File: config.mk
export PLATFORM = sky130hd
export DESIGN_NAME = magnitude_comparator_tree
export DESIGN_NICKNAME = d
export VERILOG_FILES = /design/src/rtl/magnitude_comparator_tree.sv
export SDC_FILE = /design/constraint.sdc
export NUM_CORES = 1
export LEC_CHECK = 0
export CELL_PAD_IN_SITES_DETAIL_PLACEMENT = 0
export CELL_PAD_IN_SITES_GLOBAL_PLACEMENT = 1
export CORE_AREA = 2 2 39 41
export DETAILED_ROUTE_END_ITERATION = 8
export DIE_AREA = 0 0 41 43
export PLACE_DENSITY_LB_ADDON = 0.2
export SLEW_MARGIN = 20
export SYNTH_ARGS = -nofsm -noshare
export SYNTH_HDL_FRONTEND = slang
export SYNTH_SLANG_ARGS = --single-unit
export TNS_END_PERCENT = 20
File: constraint.sdc
create_clock -name clk -period 1.5 [get_ports clk]
set_input_delay 0.3 -clock clk [delete_from_list [all_inputs] [get_ports clk]]
set_output_delay 0.3 -clock clk [all_outputs]
set_load 0.01 [all_outputs]
File: src/rtl/magnitude_comparator_tree.sv
// Unsigned magnitude comparator built as a SPLIT-ary reduction tree.
// Strict a>b / b>a flags are registered; equality shows as both flags low.
module magnitude_comparator_tree #(
   parameter int WIDTH = 4,
   parameter int SPLIT = 2
) (
   input  logic             clk,
   input  logic             rst,
   input  logic [WIDTH-1:0] i_a,
   input  logic [WIDTH-1:0] i_b,
   output logic             o_a,
   output logic             o_b
);

   function automatic int calc_levels(input int w, input int s);
      int lv;
      int p;
      lv = 1;
      p  = s;
      while (p < w) begin
         p  = p * s;
         lv = lv + 1;
      end
      return lv;
   endfunction

   function automatic int calc_pow(input int s, input int e);
      int p;
      p = 1;
      for (int i = 0; i < e; i++) p = p * s;
      return p;
   endfunction

   localparam int LEVELS = calc_levels(WIDTH, SPLIT);
   localparam int PAD    = calc_pow(SPLIT, LEVELS);

   generate
      if (WIDTH < 1 || SPLIT < 2) begin : g_bad_params
         $error("magnitude_comparator_tree: WIDTH must be >= 1 and SPLIT >= 2");
      end
   endgenerate

   logic [PAD-1:0] a_pad;
   logic [PAD-1:0] b_pad;
   logic           gt_l [0:LEVELS][0:PAD-1];
   logic           lt_l [0:LEVELS][0:PAD-1];
   logic           o_a_d, o_a_q;
   logic           o_b_d, o_b_q;

   always_comb begin
      a_pad             = '0;
      b_pad             = '0;
      a_pad[WIDTH-1:0]  = i_a;
      b_pad[WIDTH-1:0]  = i_b;
      for (int l = 0; l <= LEVELS; l++) begin
         for (int k = 0; k < PAD; k++) begin
            gt_l[l][k] = 1'b0;
            lt_l[l][k] = 1'b0;
         end
      end

      for (int k = 0; k < PAD; k++) begin
         gt_l[0][k] = a_pad[k] & ~b_pad[k];
         lt_l[0][k] = ~a_pad[k] & b_pad[k];
      end

      // Each node takes the verdict of its most-significant undecided-free child.
      for (int l = 1; l <= LEVELS; l++) begin
         for (int n = 0; n < PAD; n++) begin
            if (n < PAD / calc_pow(SPLIT, l)) begin
               logic decided;
               decided = 1'b0;
               for (int j = SPLIT - 1; j >= 0; j--) begin
                  gt_l[l][n] = gt_l[l][n] | (gt_l[l-1][n*SPLIT+j] & ~decided);
                  lt_l[l][n] = lt_l[l][n] | (lt_l[l-1][n*SPLIT+j] & ~decided);
                  decided    = decided | gt_l[l-1][n*SPLIT+j] | lt_l[l-1][n*SPLIT+j];
               end
            end
         end
      end

      o_a_d = gt_l[LEVELS][0];
      o_b_d = lt_l[LEVELS][0];
   end

   always_ff @(posedge clk) begin
      if (rst) begin
         o_a_q <= 1'b0;
         o_b_q <= 1'b0;
      end else begin
         o_a_q <= o_a_d;
         o_b_q <= o_b_d;
      end
   end

   assign o_a = o_a_q;
   assign o_b = o_b_q;

endmodule

---- Word-level counts from Yosys, hierarchy flattened ----
Index checks and enable logic that the tools add are counted.
operators by class
  bitwise gates (word level) .............. 34
operators with widths
  operator     number
  $and 1x1->1  14
  $not 1->1    11
  $or 1x1->1   9
storage, ports and cells
  bits in registers ....................... 2
  bits of input ports ..................... 10
  output and inout port bits .............. 2
  logic and storage cells ................. 36

---- Logic depth before layout (Yosys ltp) ----
  word-level depth ........................ 10
  gate-level depth with buffers ........... 5
  mapped depth without buffers ............ 5

---- Least setup slack after synthesis ----
OpenSTA, ideal clock, no wires.
  path kind ............................... in2reg
  start point ............................. input port i_a[3]
  end point ............................... register o_a_q (netlist: o_a)
  setup time .............................. 73 ps
  data arrival time ....................... 1192 ps
  data required time ...................... 1427 ps
  slack ................................... 235 ps
  cell stages on the path ................. 5
  cells stage by stage .................... inv_1 > ha_1 > and3b_1 > or3_1 > o22ai_2
between the ends
  cells in the longest elaborated chain, start to end .. 10
ends and longest elaborated chain
  item                                   RTL line  source
  from (decl)                            9         input logic [WIDTH-1:0] i_a,
  $not 1->1                              64        lt_l[0][k] = ~a_pad[k] & b_pad[k];
  $and 1x1->1                            64
  $or 1x1->1                             76        decided = decided | gt_l[l-1][n*SPLIT+j] | lt_l[l-1][n*SPLIT+j];
  $not 1->1                              74, 75
  $and 1x1->1, on equally long branches  74, 75
  $or 1x1->1, on equally long branches   74, 75
  $or 1x1->1                             76
  $not 1->1                              74        gt_l[l][n] = gt_l[l][n] | (gt_l[l-1][n*SPLIT+j] & ~decided);
  $and 1x1->1                            74
  $or 1x1->1 *                           74
  to (signal assigned)                   88        o_a_q <= 1'b0;
  to (signal assigned)                   91        o_a_q <= o_a_d;
  to (decl)                              47        logic o_a_d, o_a_q;
Every way passes the cells marked *; elsewhere a longest branch is shown, timed or not.
A chain may end at the register's enable or synchronous reset.

---- Final worst setup path ----
  start point ............................. input port i_a[1]
  end point ............................... register o_a_q (netlist: o_a)
between the ends
  cells in the longest elaborated chain, start to end .. 8
ends and longest elaborated chain
  item           RTL line
  $not 1->1      64
  $and 1x1->1    64
  $or 1x1->1     76
  $not 1->1      74
  $and 1x1->1    74
  $or 1x1->1 *   74
  $and 1x1->1 *  74
  $or 1x1->1 *   74
Marks and branches as above.

==> results.py <==
metrics = {
    "power_and_ir_drop": {
        "p_sw_uw": 57.55,
        "netSwitchingFraction_pct": 22.83,
        "power_frac_comb_pct": 30.0,
        "p_per_area_nw_per_um2": 724.7,
        "clkPwrFrac_pct": 46.1,
        "power_frac_seq_pct": 23.9,
        "p_leak_uw": 0.0001751,
        "ir_drop_mv": 0.1861,
        "power.internal_uw": 194.5,
    },
    "cells_and_area": {
        "nFillCells": 158,
        "final_cell_area_um2": 347.8,
        "final-seq-area_um2": 40.04,
        "multi_input_area_um2": 116.4,
        "final_cell_mix": "9 x clkdlybuf4s50_1, 7 x inv_1, 4 x ha_1",
        "diodes": 0,
        "final_nets": 54,
        "fin_util_pct": 25.14,
        "drive_above_1_share_pct": 15.79,
        "final-instance-count-excl-fill": 54,
        "area_growth_pct": 90.41,
        "layout_commonest_cell": "clkdlybuf4s50_1",
    },
    "sta": {
        "min_period_ns": 1.349,
        "worstMarginPinSlew_ns": 0.2109,
        "hold_ws_ns": 0.6929,
        "rsz0062_at_grt": "false",
        "fin_crit_sh_pct": 89.93,
        "layout_setup_ws_ns": 0.1510,
        "slew_violations": 0,
        "setup_viol": 0,
        "relSlewSlack_pct": 85.87,
        "hold_violations": 0,
        "fmax_mhz": 741.3,
    },
    "routing": {
        "wire_per_inst_um": 7.852,
        "ant_nets": 0,
        "vias_per_cell": 4.056,
        "firstDrtPassIters": 1,
        "finalWirelength_um": 424,
        "drc": 0,
        "vias": 219,
        "drt_iter0_markers": 0,
    },
    "global_route": {
        "antenna_found_initial": 0,
        "grt_max_degree": 5,
        "grt_overflow": 0,
        "track_usage_pct": 5.906,
        "grt_pass1_wl_um": 724,
        "grt_pass1_vias": 210,
    },
    "clock_tree": {
        "htree_num_levels": 1,
        "cts.clk_slew.worst_paths_ns": 0.03,
        "tritoncts": "done",
        "cts_made_buffers": 3,
        "cts_root_buf": "clkbuf_4",
        "clock-sinks": 2,
        "ctsHoldBuffers": 0,
        "clockBufferDepth": 2,
    },
    "critical_path": {
        "required_ns": 1.59,
        "worstPathArrival_ns": 1.44,
        "crit_path_max_fanout": 2,
        "cp-end-kind": "flop",
        "path_class": "input pin to flop",
        "startpoint_type": "input pin",
    },
    "status": {
        "status": "finished, final reports clean",
    },
    "die": {
        "die_x_um": 41,
        "die-area_um2": 1763,
        "rows": 14,
        "start_util_pct": 13.20,
        "io_pins": 12,
        "core-area_um2": 1384,
        "die_h_um": 43,
    },
    "synth": {
        "synth_top_area_cell": "ha_1",
        "yosys_warnings": 0,
        "syn_inst": 22,
        "ys_seq_area_share_pct": 21.92,
        "mappedNetlistArea_um2": 182.7,
        "ys_types": 10,
        "synth_area_leaders": "ha_1 27%, dfxtp_1 22%, inv_1 14%, a31oi_1 10%, o22ai_2 6.8%",
        "ys_seq_elements": 2,
        "synth_top_area_share_pct": 27.40,
        "syn_nets": 36,
        "syn_area_per_cell_um2": 8.303,
    },
    "place": {
        "place_inst": 50,
        "hpwl_um": 358.1,
        "gp_congestion": 0.5281,
        "io_buffers": 11,
        "placed_area_um2": 320.3,
        "pre_cts_slack_ns": -0.3022,
    },
    "worst_hold_path": {
        "hold_path.class": "input pin to flop",
    },
    "flow_run": {
        "cap_violations": 0,
    },
}
## synthesized netlist by cell type
library cell,number
or3_1,1
a31oi_1,3
o22ai_1,1
ha_1,4
a311o_1,1
dfxtp_1,2
o22ai_2,1
nor2_1,1
inv_1,7
and3b_1,1
## worst max-delay path, cell delays in order
cell and delay [ns]:
clkdlybuf4s50_1 0.48, inv_1 0.05, ha_1 0.30, a31oi_1 0.21
o22ai_2 0.10
## power groups by stage
| stage | Sequential [uW] | Combinational, uW | Clock [uW] |
|---|---|---|---|
| 3_3_place_gp | 60.7 | 73.9 | 0 |
| 5_1_grt | 60.9 | 83.5 | 123 |
| 2_1_floorplan | 63.9 | 26.4 | 0 |
| 3_5_place_dp | 61.0 | 76.2 | 0 |
| 4_1_cts | 60.3 | 76.5 | 122 |
| 6_report | 60.2 | 75.7 | 116 |
## registers in the layout, summed over array words and instances, names as in the netlist
register,cells
o_a,1
o_b,1
## kinds of logic after synthesis
| logic type | after synthesis | share of synthesized area (%) |
|---|---|---|
| AND/OR/NAND/NOR | 3 | 10.28 |
| adder cells (fa/ha/maj) | 4 | 27.40 |
| AO/OA/AOI/OAI | 6 | 26.03 |
| flip-flops | 2 | 21.92 |
| buffers and inverters | 7 | 14.39 |
## timing repair
| action | CTS | global route |
|---|---|---|
| endpoints found under the setup margin | 1 | 0 |
| setup buffers | 1 | 0 |
| gates resized for setup | 2 | 0 |
## layer usage
metal  track usage, %  wire, um
met1            6.688       168
met4            4.000         0
met3                0        26
met2            10.00       229
met5                0         0
## path summary, 6_finish.rpt
path,start,to,cells after the start
max,i_a[1],o_a$_SDFF_PP0_,5
min,i_b[3],o_a$_SDFF_PP0_,4
## area by class of cell
class / count / share of cell area, %
Tap cell: 16 / 5.755
Inverter: 7 / 7.554
Multi-Input combinational cell: 13 / 33.45
Sequential cell: 2 / 11.51
Clock buffer: 3 / 6.475
Timing Repair Buffer: 13 / 35.25
## through the flow
| step | total power, uW | setup TNS, ns |
|---|---|---|
| floorplan | 90.36 | 0 |
| global route | 267.3 | 0 |
| CTS | 258.8 | 0 |
| finish | 252.1 | 0 |
| global placement | 134.6 | -0.4802 |
| detailed placement | 137.2 | -0.5006 |
Power figures use the tool's default switching activity.
